===== src/rtl/update_across_bin_if.sv =====
// Handshake and RAM-port bundle between the bin write-back engine and its environment.
interface update_across_bin_if #(
  parameter int WIDTH_VARS             = 12,
  parameter int WIDTH_LVL              = 16,
  parameter int WIDTH_VAR_STATES       = 19,
  parameter int WIDTH_LVL_STATES       = 30,
  parameter int ADDR_WIDTH_VARS_STATES = 9,
  parameter int ADDR_WIDTH_LVLS_STATES = 9
) ();
  logic                              start_update;
  logic                              apply_update_o;
  logic                              done_update;
  logic [WIDTH_VARS-1:0]             nv_bin;
  logic [WIDTH_LVL-1:0]              nl_bin;
  logic [WIDTH_LVL-1:0]              base_lvl_i;
  logic [WIDTH_VARS-1:0]             ram_raddr_vmap_o;
  logic [ADDR_WIDTH_VARS_STATES-1:0] ram_rdata_vmap_i;
  logic [WIDTH_VARS-1:0]             local_raddr_v_o;
  logic [WIDTH_VAR_STATES-1:0]       local_rdata_v_i;
  logic [WIDTH_LVL-1:0]              local_raddr_l_o;
  logic [WIDTH_LVL_STATES-1:0]       local_rdata_l_i;
  logic                              ram_we_v_state_o;
  logic [ADDR_WIDTH_VARS_STATES-1:0] ram_waddr_v_state_o;
  logic [WIDTH_VAR_STATES-1:0]       ram_wdata_v_state_o;
  logic                              ram_we_l_state_o;
  logic [ADDR_WIDTH_LVLS_STATES-1:0] ram_addr_l_state_o;
  logic [WIDTH_LVL_STATES-1:0]       ram_data_l_state_o;
  logic [WIDTH_LVL-1:0]              cur_lvl_o;

  modport master (
    input  start_update, nv_bin, nl_bin, base_lvl_i,
           ram_rdata_vmap_i, local_rdata_v_i, local_rdata_l_i,
    output apply_update_o, done_update,
           ram_raddr_vmap_o, local_raddr_v_o, local_raddr_l_o,
           ram_we_v_state_o, ram_waddr_v_state_o, ram_wdata_v_state_o,
           ram_we_l_state_o, ram_addr_l_state_o, ram_data_l_state_o,
           cur_lvl_o
  );

  modport slave (
    output start_update, nv_bin, nl_bin, base_lvl_i,
           ram_rdata_vmap_i, local_rdata_v_i, local_rdata_l_i,
    input  apply_update_o, done_update,
           ram_raddr_vmap_o, local_raddr_v_o, local_raddr_l_o,
           ram_we_v_state_o, ram_waddr_v_state_o, ram_wdata_v_state_o,
           ram_we_l_state_o, ram_addr_l_state_o, ram_data_l_state_o,
           cur_lvl_o
  );
endinterface


===== src/rtl/update_across_bin.sv =====
// Writes a solved bin's local var/level states back into the global state RAMs.
//
// state  | meaning
// IDLE   | waiting for start_update, write ports released
// VARS   | issuing local var index k = 0..nv-1 to var-map and local var RAMs
// VDRAIN | two cycles letting the last var write retire
// LVLS   | issuing local level j = 1..nl to the local level RAM
// LDRAIN | two cycles letting the last level write retire
// DONE   | completion pulse, cur_lvl_o captured
module update_across_bin #(
  parameter int WIDTH_VARS             = 12,
  parameter int WIDTH_LVL              = 16,
  parameter int WIDTH_VAR_STATES       = 19,
  parameter int WIDTH_LVL_STATES       = 30,
  parameter int ADDR_WIDTH_VARS_STATES = 9,
  parameter int ADDR_WIDTH_LVLS_STATES = 9
) (
  input  logic clk,
  input  logic rst,
  update_across_bin_if.master bus
);

  typedef enum logic [2:0] {IDLE, VARS, VDRAIN, LVLS, LDRAIN, DONE} state_t;

  localparam logic [WIDTH_VARS-1:0] V_ONE = WIDTH_VARS'(1);
  localparam logic [WIDTH_LVL-1:0]  L_ONE = WIDTH_LVL'(1);

  state_t state_q, state_d;

  logic [WIDTH_LVL-1:0]  nl_q;
  logic [WIDTH_LVL-1:0]  base_q;
  logic [WIDTH_VARS-1:0] k_q;
  logic [WIDTH_VARS-1:0] vrem_q;
  logic [WIDTH_LVL-1:0]  j_q;
  logic [WIDTH_LVL-1:0]  lrem_q;
  logic                  drain_q;
  logic [WIDTH_LVL-1:0]  cur_lvl_q;

  logic                  v_pend_q;
  logic                  l_pend_q;
  logic [WIDTH_LVL-1:0]  l_j_q;

  logic                              we_v_q;
  logic [ADDR_WIDTH_VARS_STATES-1:0] waddr_v_q;
  logic [WIDTH_VAR_STATES-1:0]       wdata_v_q;
  logic                              we_l_q;
  logic [ADDR_WIDTH_LVLS_STATES-1:0] addr_l_q;
  logic [WIDTH_LVL_STATES-1:0]       data_l_q;

  logic [2:0]           v_val;
  logic [WIDTH_LVL-1:0] v_lvl;
  logic [WIDTH_LVL-1:0] lvl_rebased;
  logic [WIDTH_LVL-1:0] l_addr_full;
  logic                 v_write;

  assign v_val       = bus.local_rdata_v_i[WIDTH_VAR_STATES-1 -: 3];
  assign v_lvl       = bus.local_rdata_v_i[WIDTH_LVL-1:0];
  assign lvl_rebased = v_lvl + base_q;
  assign l_addr_full = base_q + l_j_q;
  assign v_write     = v_pend_q && (v_val != 3'b000);

  always_ff @(posedge clk) begin
    if (!rst) state_q <= IDLE;
    else      state_q <= state_d;
  end

  always_comb begin
    state_d = state_q;
    case (state_q)
      IDLE: begin
        if (bus.start_update) begin
          if (bus.nv_bin != '0)      state_d = VARS;
          else if (bus.nl_bin != '0) state_d = LVLS;
          else                       state_d = DONE;
        end
      end
      VARS:   if (vrem_q == '0) state_d = VDRAIN;
      VDRAIN: if (!drain_q) state_d = (nl_q != '0) ? LVLS : DONE;
      LVLS:   if (lrem_q == '0) state_d = LDRAIN;
      LDRAIN: if (!drain_q) state_d = DONE;
      DONE:   state_d = IDLE;
      default: state_d = IDLE;
    endcase
  end

  // Down-counters vrem/lrem terminate the walks; k/j are the issued addresses.
  always_ff @(posedge clk) begin
    if (!rst) begin
      nl_q      <= '0;
      base_q    <= '0;
      k_q       <= '0;
      vrem_q    <= '0;
      j_q       <= '0;
      lrem_q    <= '0;
      drain_q   <= 1'b0;
      cur_lvl_q <= '0;
    end else begin
      case (state_q)
        IDLE: begin
          if (bus.start_update) begin
            nl_q   <= bus.nl_bin;
            base_q <= bus.base_lvl_i;
            k_q    <= '0;
            vrem_q <= bus.nv_bin - V_ONE;
            j_q    <= L_ONE;
            lrem_q <= bus.nl_bin - L_ONE;
          end
        end
        VARS: begin
          k_q     <= k_q + V_ONE;
          vrem_q  <= vrem_q - V_ONE;
          drain_q <= 1'b1;
        end
        LVLS: begin
          j_q     <= j_q + L_ONE;
          lrem_q  <= lrem_q - L_ONE;
          drain_q <= 1'b1;
        end
        VDRAIN, LDRAIN: drain_q <= 1'b0;
        DONE: cur_lvl_q <= base_q + nl_q;
        default: drain_q <= 1'b0;
      endcase
    end
  end

  // Read data arrives one cycle after the issue; the write is registered off it.
  always_ff @(posedge clk) begin
    if (!rst) begin
      v_pend_q  <= 1'b0;
      l_pend_q  <= 1'b0;
      l_j_q     <= '0;
      we_v_q    <= 1'b0;
      waddr_v_q <= '0;
      wdata_v_q <= '0;
      we_l_q    <= 1'b0;
      addr_l_q  <= '0;
      data_l_q  <= '0;
    end else begin
      v_pend_q  <= (state_q == VARS);
      l_pend_q  <= (state_q == LVLS);
      l_j_q     <= j_q;
      we_v_q    <= v_write;
      waddr_v_q <= v_write ? bus.ram_rdata_vmap_i : '0;
      wdata_v_q <= v_write ? {v_val, lvl_rebased} : '0;
      we_l_q    <= l_pend_q;
      addr_l_q  <= l_pend_q ? l_addr_full[ADDR_WIDTH_LVLS_STATES-1:0] : '0;
      data_l_q  <= l_pend_q ? bus.local_rdata_l_i : '0;
    end
  end

  assign bus.apply_update_o      = (state_q != IDLE);
  assign bus.done_update         = (state_q == DONE);
  assign bus.ram_raddr_vmap_o    = (state_q == VARS) ? k_q : '0;
  assign bus.local_raddr_v_o     = (state_q == VARS) ? k_q : '0;
  assign bus.local_raddr_l_o     = (state_q == LVLS) ? j_q : '0;
  assign bus.ram_we_v_state_o    = we_v_q;
  assign bus.ram_waddr_v_state_o = waddr_v_q;
  assign bus.ram_wdata_v_state_o = wdata_v_q;
  assign bus.ram_we_l_state_o    = we_l_q;
  assign bus.ram_addr_l_state_o  = addr_l_q;
  assign bus.ram_data_l_state_o  = data_l_q;
  assign bus.cur_lvl_o           = cur_lvl_q;

endmodule

===== src/flat_wrapper.sv =====
// flat-port wrapper written by rule: the top's interface ports become plain ports
module update_across_bin_flat 
#(
  parameter int WIDTH_VARS             = 12,
  parameter int WIDTH_LVL              = 16,
  parameter int WIDTH_VAR_STATES       = 19,
  parameter int WIDTH_LVL_STATES       = 30,
  parameter int ADDR_WIDTH_VARS_STATES = 9,
  parameter int ADDR_WIDTH_LVLS_STATES = 9
)
  (clk, rst, bus_start_update, bus_nv_bin, bus_nl_bin, bus_base_lvl_i, bus_ram_rdata_vmap_i, bus_local_rdata_v_i, bus_local_rdata_l_i, bus_apply_update_o, bus_done_update, bus_ram_raddr_vmap_o, bus_local_raddr_v_o, bus_local_raddr_l_o, bus_ram_we_v_state_o, bus_ram_waddr_v_state_o, bus_ram_wdata_v_state_o, bus_ram_we_l_state_o, bus_ram_addr_l_state_o, bus_ram_data_l_state_o, bus_cur_lvl_o);
  update_across_bin_if #(.WIDTH_VARS(WIDTH_VARS), .WIDTH_LVL(WIDTH_LVL), .WIDTH_VAR_STATES(WIDTH_VAR_STATES), .WIDTH_LVL_STATES(WIDTH_LVL_STATES), .ADDR_WIDTH_VARS_STATES(ADDR_WIDTH_VARS_STATES), .ADDR_WIDTH_LVLS_STATES(ADDR_WIDTH_LVLS_STATES)) bus_i ();
  input  logic clk;
  input  logic rst;
  input wire logic [$bits(bus_i.start_update)-1:0] bus_start_update;
  input wire logic [$bits(bus_i.nv_bin)-1:0] bus_nv_bin;
  input wire logic [$bits(bus_i.nl_bin)-1:0] bus_nl_bin;
  input wire logic [$bits(bus_i.base_lvl_i)-1:0] bus_base_lvl_i;
  input wire logic [$bits(bus_i.ram_rdata_vmap_i)-1:0] bus_ram_rdata_vmap_i;
  input wire logic [$bits(bus_i.local_rdata_v_i)-1:0] bus_local_rdata_v_i;
  input wire logic [$bits(bus_i.local_rdata_l_i)-1:0] bus_local_rdata_l_i;
  output wire logic [$bits(bus_i.apply_update_o)-1:0] bus_apply_update_o;
  output wire logic [$bits(bus_i.done_update)-1:0] bus_done_update;
  output wire logic [$bits(bus_i.ram_raddr_vmap_o)-1:0] bus_ram_raddr_vmap_o;
  output wire logic [$bits(bus_i.local_raddr_v_o)-1:0] bus_local_raddr_v_o;
  output wire logic [$bits(bus_i.local_raddr_l_o)-1:0] bus_local_raddr_l_o;
  output wire logic [$bits(bus_i.ram_we_v_state_o)-1:0] bus_ram_we_v_state_o;
  output wire logic [$bits(bus_i.ram_waddr_v_state_o)-1:0] bus_ram_waddr_v_state_o;
  output wire logic [$bits(bus_i.ram_wdata_v_state_o)-1:0] bus_ram_wdata_v_state_o;
  output wire logic [$bits(bus_i.ram_we_l_state_o)-1:0] bus_ram_we_l_state_o;
  output wire logic [$bits(bus_i.ram_addr_l_state_o)-1:0] bus_ram_addr_l_state_o;
  output wire logic [$bits(bus_i.ram_data_l_state_o)-1:0] bus_ram_data_l_state_o;
  output wire logic [$bits(bus_i.cur_lvl_o)-1:0] bus_cur_lvl_o;
  assign bus_i.start_update = bus_start_update;
  assign bus_i.nv_bin = bus_nv_bin;
  assign bus_i.nl_bin = bus_nl_bin;
  assign bus_i.base_lvl_i = bus_base_lvl_i;
  assign bus_i.ram_rdata_vmap_i = bus_ram_rdata_vmap_i;
  assign bus_i.local_rdata_v_i = bus_local_rdata_v_i;
  assign bus_i.local_rdata_l_i = bus_local_rdata_l_i;
  assign bus_apply_update_o = bus_i.apply_update_o;
  assign bus_done_update = bus_i.done_update;
  assign bus_ram_raddr_vmap_o = bus_i.ram_raddr_vmap_o;
  assign bus_local_raddr_v_o = bus_i.local_raddr_v_o;
  assign bus_local_raddr_l_o = bus_i.local_raddr_l_o;
  assign bus_ram_we_v_state_o = bus_i.ram_we_v_state_o;
  assign bus_ram_waddr_v_state_o = bus_i.ram_waddr_v_state_o;
  assign bus_ram_wdata_v_state_o = bus_i.ram_wdata_v_state_o;
  assign bus_ram_we_l_state_o = bus_i.ram_we_l_state_o;
  assign bus_ram_addr_l_state_o = bus_i.ram_addr_l_state_o;
  assign bus_ram_data_l_state_o = bus_i.ram_data_l_state_o;
  assign bus_cur_lvl_o = bus_i.cur_lvl_o;
  update_across_bin #(.WIDTH_VARS(WIDTH_VARS), .WIDTH_LVL(WIDTH_LVL), .WIDTH_VAR_STATES(WIDTH_VAR_STATES), .WIDTH_LVL_STATES(WIDTH_LVL_STATES), .ADDR_WIDTH_VARS_STATES(ADDR_WIDTH_VARS_STATES), .ADDR_WIDTH_LVLS_STATES(ADDR_WIDTH_LVLS_STATES)) u_core (.clk(clk), .rst(rst), .bus(bus_i));
endmodule

===== config.mk =====
export PLATFORM = sky130hd
export DESIGN_NAME = update_across_bin_flat
export DESIGN_NICKNAME = d
export VERILOG_FILES = /design/src/rtl/update_across_bin_if.sv /design/src/rtl/update_across_bin.sv /design/src/flat_wrapper.sv
export SDC_FILE = /design/constraint.sdc
export NUM_CORES = 1
export LEC_CHECK = 0
export CORE_MARGIN = 8
export CORE_UTILIZATION = 40
export CTS_CLUSTER_SIZE = 20
export DETAILED_ROUTE_END_ITERATION = 6
export PLACE_DENSITY = 0.67
export SLEW_MARGIN = 40
export SYNTH_ARGS = -nofsm -noshare
export SYNTH_HDL_FRONTEND = slang
export SYNTH_SLANG_ARGS = --single-unit
export TNS_END_PERCENT = 1

===== constraint.sdc =====
create_clock -name clk -period 7.2 [get_ports clk]
set_input_delay 1.8 -clock clk [delete_from_list [all_inputs] [get_ports clk]]
set_output_delay 1.8 -clock clk [all_outputs]
set_load 0.01 [all_outputs]

## Yosys cells after proc, flatten, opt, wreduce, memory -nomap -nowiden

Cells that the tools add are included.

- Output and inout port bits: 127
- Input bits: 105
- Logic and storage cells: 76
- Flip-flop bits (word level): 188

- Mux-type cells: 20
- Eq/ne operators: 10
- Add/subtract/negate cells: 9
- Reductions and logical operators: 19

Operators with widths:

| operator | number |
|---|---|
| 16-bit case mux with 2 select lines | 2 |
| 16-bit two-way mux | 3 |
| 12-bit case mux with 2 select lines | 2 |
| 12-bit two-way mux | 3 |
| 16-bit adder | 2 |
| 16-bit nonzero test | 2 |
| 16-bit by 1-bit subtractor with 16-bit output, second input constant | 2 |
| 3-bit two-way mux | 8 |
| 12-bit by 1-bit subtractor with 12-bit output, second input constant | 2 |
| 16-bit by 1-bit adder with 16-bit output, second input constant | 1 |
| 16-bit zero test | 1 |
| 3-bit case mux with 5 select lines | 1 |
| 12-bit by 1-bit adder with 12-bit output, second input constant | 1 |
| 12-bit zero test | 1 |
| 12-bit nonzero test | 1 |
| 2-bit AND reduction | 5 |
| 9-bit adder | 1 |
| 3-bit by 2-bit == test with 1-bit output, second input constant | 2 |
| 3-bit == test, second input constant | 2 |
| 2-bit != test, second input constant | 3 |
| 3-bit nonzero test | 2 |
| 5-bit AND reduction | 1 |
| 2-bit by 1-bit != test with 1-bit output, second input constant | 2 |
| 2-bit nonzero test | 2 |
| 5 further kinds | 6 |

## Logic depth before layout (Yosys ltp)

Gate-level depths: netlist (run 1).

- Depth after elaboration: 5
- Depth in mapped cells: 12
- Mapped depth without buffers: 9

## Worst setup path after synthesis (run 1)

Ideal clock, no wire load.

- Kind: register to output
- Start point: register u_core.state_q[0]
- End point: output bus_ram_raddr_vmap_o[0]
- Required time: 5.400 ns
- Arrival: 1.990 ns
- Path slack: 3.410 ns
- Path buffers: 5
- Cell stages (with the launch flop): 8
- Cell sequence: dfxtp_1 -> buf_2 -> nor3b_2 -> clkbuf_1 -> clkbuf_1 -> clkbuf_1 -> and2_1 -> buf_4

- Longest elaborated chain between the ends: 2

RTL lines:

| item | RTL line | text |
|---|---|---|
| start, declared | update_across_bin.sv:28 | `state_t state_q, state_d;` |
| start signal, assigned | update_across_bin.sv:64 | `else state_q <= state_d;` |
| 3-bit by 1-bit == test with 1-bit output | -- |  |
| 12-bit two-way mux | -- |  |
| end, declared | flat_wrapper.sv:24 | `output wire logic [$bits(bus_i.ram_raddr_vmap_o)-1:0] bus_ram_raddr_vmap_o;` |

Every way passes these cells.

## Worst setup path in the final report (run 1)

- Start point: register u_core.state_q[0]
- End point: output bus_done_update

- Longest elaborated chain between the ends: 1

RTL lines:

| item | RTL line | text |
|---|---|---|
| 3-bit == test | update_across_bin.sv:152 | `assign bus.done_update = (state_q == DONE);` |
| end, declared | flat_wrapper.sv:23 | `output wire logic [$bits(bus_i.done_update)-1:0] bus_done_update;` |

Every way passes these cells.

==> results of run 1 <==
worst reg2reg max path, stage by stage, from the launching register on:
cell and delay [ps]:
dfxtp_1 680, and3b_1 640, buf_4 460, mux2i_1 250, ha_1 320, o21ai_0 280, nand4b_1 270, nand4_1 110
o211ai_1 90
cell families after synthesis:
logic type | Yosys count | share of synthesized area
buffers and inverters | 94 | 0.0427
AO/OA/AOI/OAI | 268 | 0.173
AND/OR/NAND/NOR | 514 | 0.266
adder cells (fa/ha/maj) | 46 | 0.0620
XOR/XNOR | 37 | 0.0337
multiplexers | 28 | 0.0300
flip-flops | 188 | 0.392
metrics by stage:
step	power [W]	area, sq um
2_1_floorplan	0.00164	9600
3_3_place_gp	0.00186	12000
3_5_place_dp	0.00187	12100
4_1_cts	0.00283	12700
5_1_grt	0.00297	12700
6_report	0.00281	12700
worst max path at each step:
| stage | from | end | slack (ps) | cells past startpoint |
|---|---|---|---|---|
| 6_report | u_core.state_q[0] | bus_done_update | 2720 | 6 |
| 5_1_grt | u_core.state_q[0] | bus_done_update | 2550 | 6 |
| 4_1_cts | u_core.state_q[0] | bus_done_update | 2740 | 6 |
| 3_5_place_dp | bus_start_update | u_core.lrem_q[12] | 2720 | 6 |
| 3_3_place_gp | bus_start_update | u_core.lrem_q[12] | 2830 | 6 |
| 2_1_floorplan | u_core.state_q[0] | bus_ram_raddr_vmap_o[0] | 3410 | 7 |
synth_stat cells (4+ instances only):
cell type  count
a211oi_1      15
a21o_1        12
a21oi_1      100
a311oi_1       7
a31oi_1       12
and2_1        50
and3_1        41
buf_1          9
buf_2          4
buf_4         12
clkbuf_1      55
dfxtp_1      188
ha_1          42
inv_1         13
mux2_2         6
mux2i_1       22
nand2_1      152
nand2b_1       7
nand3_1       40
nand3b_1       4
nand4_1        8
nor2_1       104
nor2b_1        5
nor3_1        47
nor4_1        15
o2111ai_1      5
o211ai_1      12
o21a_1         9
o21ai_0       55
or3_1         16
xnor2_1       21
xor2_1        16
cell type report:
type,instances,area share
Multi-Input combinational cell,893,0.431
Sequential cell,188,0.297
Timing Repair Buffer,241,0.188
Clock buffer,17,0.0335
Tap cell,319,0.0315
Clock inverter,15,0.0156
Inverter,13,0.00404
Antenna cell,1,0.000197
metal layers:
layer	vias up	GRT usage	routed length, um
met5	-	0	0
met4	0	0.0563	459
met3	28	0.0463	2030
met2	273	0.315	13000
met1	4130	0.237	12700
li1	4551	-	-
registers in the layout, indices dropped and copies added (netlist names):
| signal | cells |
|---|---|
| u_core.lrem_q | 16 |
| u_core.drain_q | 1 |
| u_core.nl_q | 16 |
| u_core.bus.ram_we_v_state_o | 1 |
| u_core.bus.cur_lvl_o | 16 |
| u_core.k_q | 12 |
| u_core.bus.ram_waddr_v_state_o | 9 |
| u_core.j_q | 16 |
| u_core.bus.ram_data_l_state_o | 30 |
| u_core.bus.ram_addr_l_state_o | 9 |
| u_core.l_pend_q | 1 |
| u_core.l_j_q | 9 |
| u_core.v_pend_q | 1 |
| u_core.state_q | 3 |
| u_core.bus.ram_wdata_v_state_o | 19 |
| u_core.base_q | 16 |
| u_core.bus.ram_we_l_state_o | 1 |
| u_core.vrem_q | 12 |
power groups by stage:
| stage | Clock, W | Sequential, W | Combinational (W) |
|---|---|---|---|
| 3_3_place_gp | 0 | 0.00121 | 0.000652 |
| 5_1_grt | 0.00103 | 0.00120 | 0.000745 |
| 4_1_cts | 0.000981 | 0.00119 | 0.000667 |
| 2_1_floorplan | 0 | 0.00118 | 0.000463 |
| 3_5_place_dp | 0 | 0.00121 | 0.000661 |
| 6_report | 0.000957 | 0.00119 | 0.000667 |
==> flow_metrics.env, run 1 <==
export IMPL_dp_cells=1654
export IMPL_status="complete, no violations"
export IMPL_preCtsSetupSlack_ps=2720
export IMPL_cp_cell_sequence="inv_1 -> nor2_1 -> nand2_1 -> buf_4 -> inv_1 -> clkdlybuf4s50_1"
export IMPL_syn_num_nets=1325
export IMPL_synthTopCellsByArea="dfxtp_1, nand2_1, ha_1, a21oi_1, nor2_1"
export IMPL_timing_rr_start="u_core.state_q[1]"
export IMPL_reg2reg_slack_ps=3970
export IMPL_drv_slew=0
export IMPL_synthesis_area_sq_um=9600
export IMPL_fp_row_count=56
export IMPL_cts_hold_buffers=0
export IMPL_wl_per_cell_um=16.7
export IMPL_seq_area_sq_um=3760
export IMPL_crit_type="reg2out"
export IMPL_ys_flop_type="dfxtp_1"
export IMPL_cts_buffer_depth=2
export IMPL_core_area_sq_um=23500
export IMPL_worst_slack_ps=2720
export IMPL_setup_violations=0
export IMPL_ys_ff_latch=188
export IMPL_numCtsBuffers=17
export IMPL_yosysTopAreaCell="dfxtp_1"
export IMPL_clockPowerShare=0.340
export IMPL_slew_headroom=0.516
export IMPL_die_y_um=171
export IMPL_gp_congestion=0.877
export IMPL_rr_endpoint="u_core.lrem_q[12]"
export IMPL_synth_area_per_cell_sq_um=8.17
export IMPL_vias=8982
export IMPL_max_stage_delay_ps=630
export IMPL_grt_antenna_before_repair=1
export IMPL_period_minus_slack_ps=4480
export IMPL_hold_path_class="reg2reg"
export IMPL_cp_end_kind="output port"
export IMPL_cp_data_arrival_time_ps=2680
export IMPL_die_w_um=171
export IMPL_routed_wl_um=28100
export IMPL_final_common_cell="clkdlybuf4s50_1"
export IMPL_worst_pin_slew_ps=726
export IMPL_final_cell_mix="clkdlybuf4s50_1, dfxtp_1, nand2_1"
export IMPL_rr_worst_depth=8
export IMPL_syn_to_final_growth_pct=32.1
export IMPL_p_leak_nw=4.89
export IMPL_ios=232
export IMPL_timing_fmax_ghz=0.223
export IMPL_fin_crit_sh=0.623
export IMPL_async_reset_ff_frac=0
export IMPL_p_int_w=0.00187
export IMPL_grtUsageTotal=0.189
export IMPL_tritoncts="done"
export IMPL_drive_gt1_frac=0.0490
export IMPL_switching_share=0.337
export IMPL_ys_warn_count=0
export IMPL_hold_slack_ps=452
export IMPL_yosysSeqAreaShare=0.392
export IMPL_crit_top_cell="inv_1"
export IMPL_worstHoldEndpoint="u_core.bus.cur_lvl_o[5]"
export IMPL_crit_buf_inv=4
export IMPL_path_max_fanout=18
export IMPL_die_area_sq_um=29200
export IMPL_hpwl_um=20800
export IMPL_grt_overflow=0
export IMPL_postCtsSetupBuffers=0
export IMPL_cts_root_buf="clkbuf_16"
export IMPL_drtIter0Drc=435
export IMPL_hp_start="u_core.bus.cur_lvl_o[5]"
export IMPL_finalHoldViolations=0
export IMPL_combPwrFrac=0.237
export IMPL_cp_required_ps=5400
export IMPL_min_path_cells=2
export IMPL_fillers=2217
export IMPL_yosysUniqueCellTypes=70
export IMPL_ir_drop_mv=0.155
export IMPL_clkTransAtPathRegs_ps=80
export IMPL_grt_max_degree=62
export IMPL_multiInputGateArea_sq_um=5460
export IMPL_first_pass_iters=5
export IMPL_grt_pass1_wl_um=44800
export IMPL_synth_top_area_share=0.392
export IMPL_p_switching_w=0.000947
export IMPL_rsz0062_at_grt="no"
export IMPL_synthCells=1175
export IMPL_critPathLaunchType="register"
export IMPL_synth_edf_count=0
export IMPL_clock_sinks=188
export IMPL_fin_setup_tns_ps=0
export IMPL_postCtsResizedCells=0
export IMPL_vias_per_cell=5.32
export IMPL_p_seq_frac=0.423
export IMPL_ant_nets=0
export IMPL_final_util=0.539
export IMPL_cpMaxStageDelayCell="clkdlybuf4s50_1"
export IMPL_crit_family="buffers and inverters"
export IMPL_grt_pass1_vias=8592
export IMPL_layout_cells_non_filler=1687
export IMPL_drv_cap=0
export IMPL_drc=0
export IMPL_portBuffers=231
export IMPL_ctsHtreeMaxLevel=4
export IMPL_p_per_area_nw_per_um2=222
export IMPL_nNetsFinal=1504
export IMPL_clock_latency_ps=440
export IMPL_start_util=0.408
export IMPL_skew_ps=11.9
Power figures use the tool's default switching activity.
==> run 2, diff against run 1 <==
clock period = 4.5 ns   (was 7.2 ns; I/O delays follow)
==> run 2 against run 1 <==
Against the previous run:
- worst hold slack better by 5.3 ps
- flip-flop and latch count is the same
- first-iteration DRC count increased by 18%
- final cell count increased by 0.24%
- combinational power is 62% higher
- sequential share of layout area down 0.15 points
- power grew 63%
- critical path depth is the same
- critical path type unchanged
- largest cell class unchanged
- largest power group unchanged
==> flow_metrics.env, run 2 (same netlist as run 1, synthesis figures left out) <==
export IMPL_timing_fmax_ghz=0.268
export IMPL_n_antenna_cell=0
export IMPL_rr_endpoint="u_core.lrem_q[12]"
export IMPL_numCtsBuffers=17
export IMPL_drc=0
export IMPL_cp_data_arrival_time_ps=2610
export IMPL_placed_cell_area_sq_um=12100
export IMPL_nNetsFinal=1509
export IMPL_reg2reg_slack_ps=1220
export IMPL_worst_pin_slew_ps=790
export IMPL_cp_required_ps=3380
export IMPL_p_leak_nw=4.93
export IMPL_grt_overflow=0
export IMPL_die_y_um=171
export IMPL_fin_setup_tns_ps=0
export IMPL_routed_wl_um=28500
export IMPL_finalHoldViolations=0
export IMPL_ant_nets=0
export IMPL_ir_drop_mv=0.243
export IMPL_first_pass_iters=5
export IMPL_fin_crit_sh=0.829
export IMPL_crit_top_cell="inv_1"
export IMPL_wl_per_cell_um=16.8
export IMPL_grt_pass1_vias=8524
export IMPL_fp_row_count=56
export IMPL_crit_family="buffers and inverters"
export IMPL_start_util=0.408
export IMPL_max_stage_delay_ps=630
export IMPL_vias_per_cell=5.38
export IMPL_rr_worst_depth=8
export IMPL_rsz0062_at_grt="no"
export IMPL_status="complete, no violations"
export IMPL_setup_violations=0
export IMPL_grt_antenna_before_repair=0
export IMPL_postCtsSetupBuffers=0
export IMPL_p_per_area_nw_per_um2=360
export IMPL_skew_ps=16.7
export IMPL_fin_area_sq_um=12800
export IMPL_path_max_fanout=18
export IMPL_crit_type="reg2out"
export IMPL_drv_slew=0
export IMPL_worstHoldEndpoint="u_core.bus.cur_lvl_o[3]"
export IMPL_final_common_cell="clkdlybuf4s50_1"
export IMPL_period_minus_slack_ps=3730
export IMPL_drtIter0Drc=513
export IMPL_min_path_cells=2
export IMPL_drv_cap=0
export IMPL_critPathLaunchType="register"
export IMPL_timing_rr_start="u_core.state_q[1]"
export IMPL_portBuffers=231
export IMPL_grt_max_degree=70
export IMPL_clock_latency_ps=440
export IMPL_clock_sinks=188
export IMPL_die_w_um=171
export IMPL_hp_start="u_core.bus.cur_lvl_o[3]"
export IMPL_fillers=2206
export IMPL_vias=9095
export IMPL_crit_buf_inv=4
export IMPL_ios=232
export IMPL_slew_headroom=0.466
export IMPL_postCtsResizedCells=0
export IMPL_grtUsageTotal=0.187
export IMPL_cts_hold_buffers=0
export IMPL_gp_congestion=0.851
export IMPL_cp_end_kind="output port"
export IMPL_cts_buffer_depth=2
export IMPL_clkTransAtPathRegs_ps=80
export IMPL_hpwl_um=21100
export IMPL_tritoncts="done"
export IMPL_drive_gt1_frac=0.0525
export IMPL_cpMaxStageDelayCell="clkdlybuf4s50_1"
export IMPL_final_cell_mix="clkdlybuf4s50_1, dfxtp_1, nand2_1"
export IMPL_syn_to_final_growth_pct=32.8
export IMPL_die_area_sq_um=29200
export IMPL_cp_cell_sequence="inv_1 -> nor2_1 -> nand2_1 -> buf_4 -> inv_1 -> clkdlybuf4s50_1"
export IMPL_cts_root_buf="clkbuf_16"
export IMPL_hold_path_class="reg2reg"
export IMPL_core_area_sq_um=23500
export IMPL_largest_register_ff_count=30
export IMPL_ctsHtreeMaxLevel=4
export IMPL_grt_pass1_wl_um=44300
-- run 2: cell count changes in the layout (fill, tap and decap cells not counted), sizes merged --
cell	change
diode	-1
clkinv	-2
inv	+3
buf	+5
clkinvlp	-1
-- run 2: how the worst max path moves through the flow --
stage                                  from                      end  slack [ps]  cells past startpoint
after CTS                 u_core.state_q[1]   bus_local_raddr_l_o[3]         710                      3
final                     u_core.state_q[0]          bus_done_update         770                      6
after global routing      u_core.state_q[0]          bus_done_update         570                      6
after floorplan           u_core.state_q[0]  bus_ram_raddr_vmap_o[0]        1390                      7
after detailed placement      bus_nl_bin[2]        u_core.state_q[2]         920                      7
after global placement        bus_nl_bin[2]        u_core.state_q[2]         950                      7
-- run 2: layout make-up --
type | instances | area, sq um | area share
clock inverters | 15 | 224 | 0.0176
multi-input cells | 893 | 5450 | 0.428
clock buffers | 17 | 425 | 0.0334
repair buffers | 246 | 2440 | 0.191
flip-flops and latches | 188 | 3760 | 0.295
well taps | 319 | 399 | 0.0313
inverters | 13 | 48.8 | 0.00383
-- run 2: tightest hold or removal path: cells and delay by family (launching register included) --
kind / cells / cell delay (ps)
AND/OR/NAND/NOR: 1 / 50
flip-flops: 1 / 320
AO/OA/AOI/OAI: 1 / 50
-- run 2: per-stage QoR --
stage	power [W]	util	hold WS (ps)	std cells	setup WS [ps]
after global routing	0.00484	0.542	481	1691	570
final	0.00460	0.542	457	1691	768
after CTS	0.00463	0.541	459	1690	707
after detailed placement	0.00301	0.514	447	1658	920
after global placement	0.00299	0.513	443	1658	950
after floorplan	0.00263	-	440	1175	1390
-- run 2: metal layers --
| layer | wire, um | GRT usage | vias up |
|---|---|---|---|
| li1 | - | - | 4549 |
| met1 | 12700 | 0.233 | 4195 |
| met2 | 13300 | 0.317 | 315 |
| met3 | 2030 | 0.0449 | 36 |
| met4 | 505 | 0.0567 | 0 |
| met5 | 0 | 0 | - |
-- run 2: where the power goes --
part | internal, W | leakage, nW | total, W | switching [W]
clock network | 0.000786 | 0.309 | 0.00161 | 0.000825
registers | 0.00177 | 1.53 | 0.00190 | 0.000133
logic | 0.000463 | 3.09 | 0.00108 | 0.000619
total | 0.00302 | 4.93 | 0.00460 | 0.00158
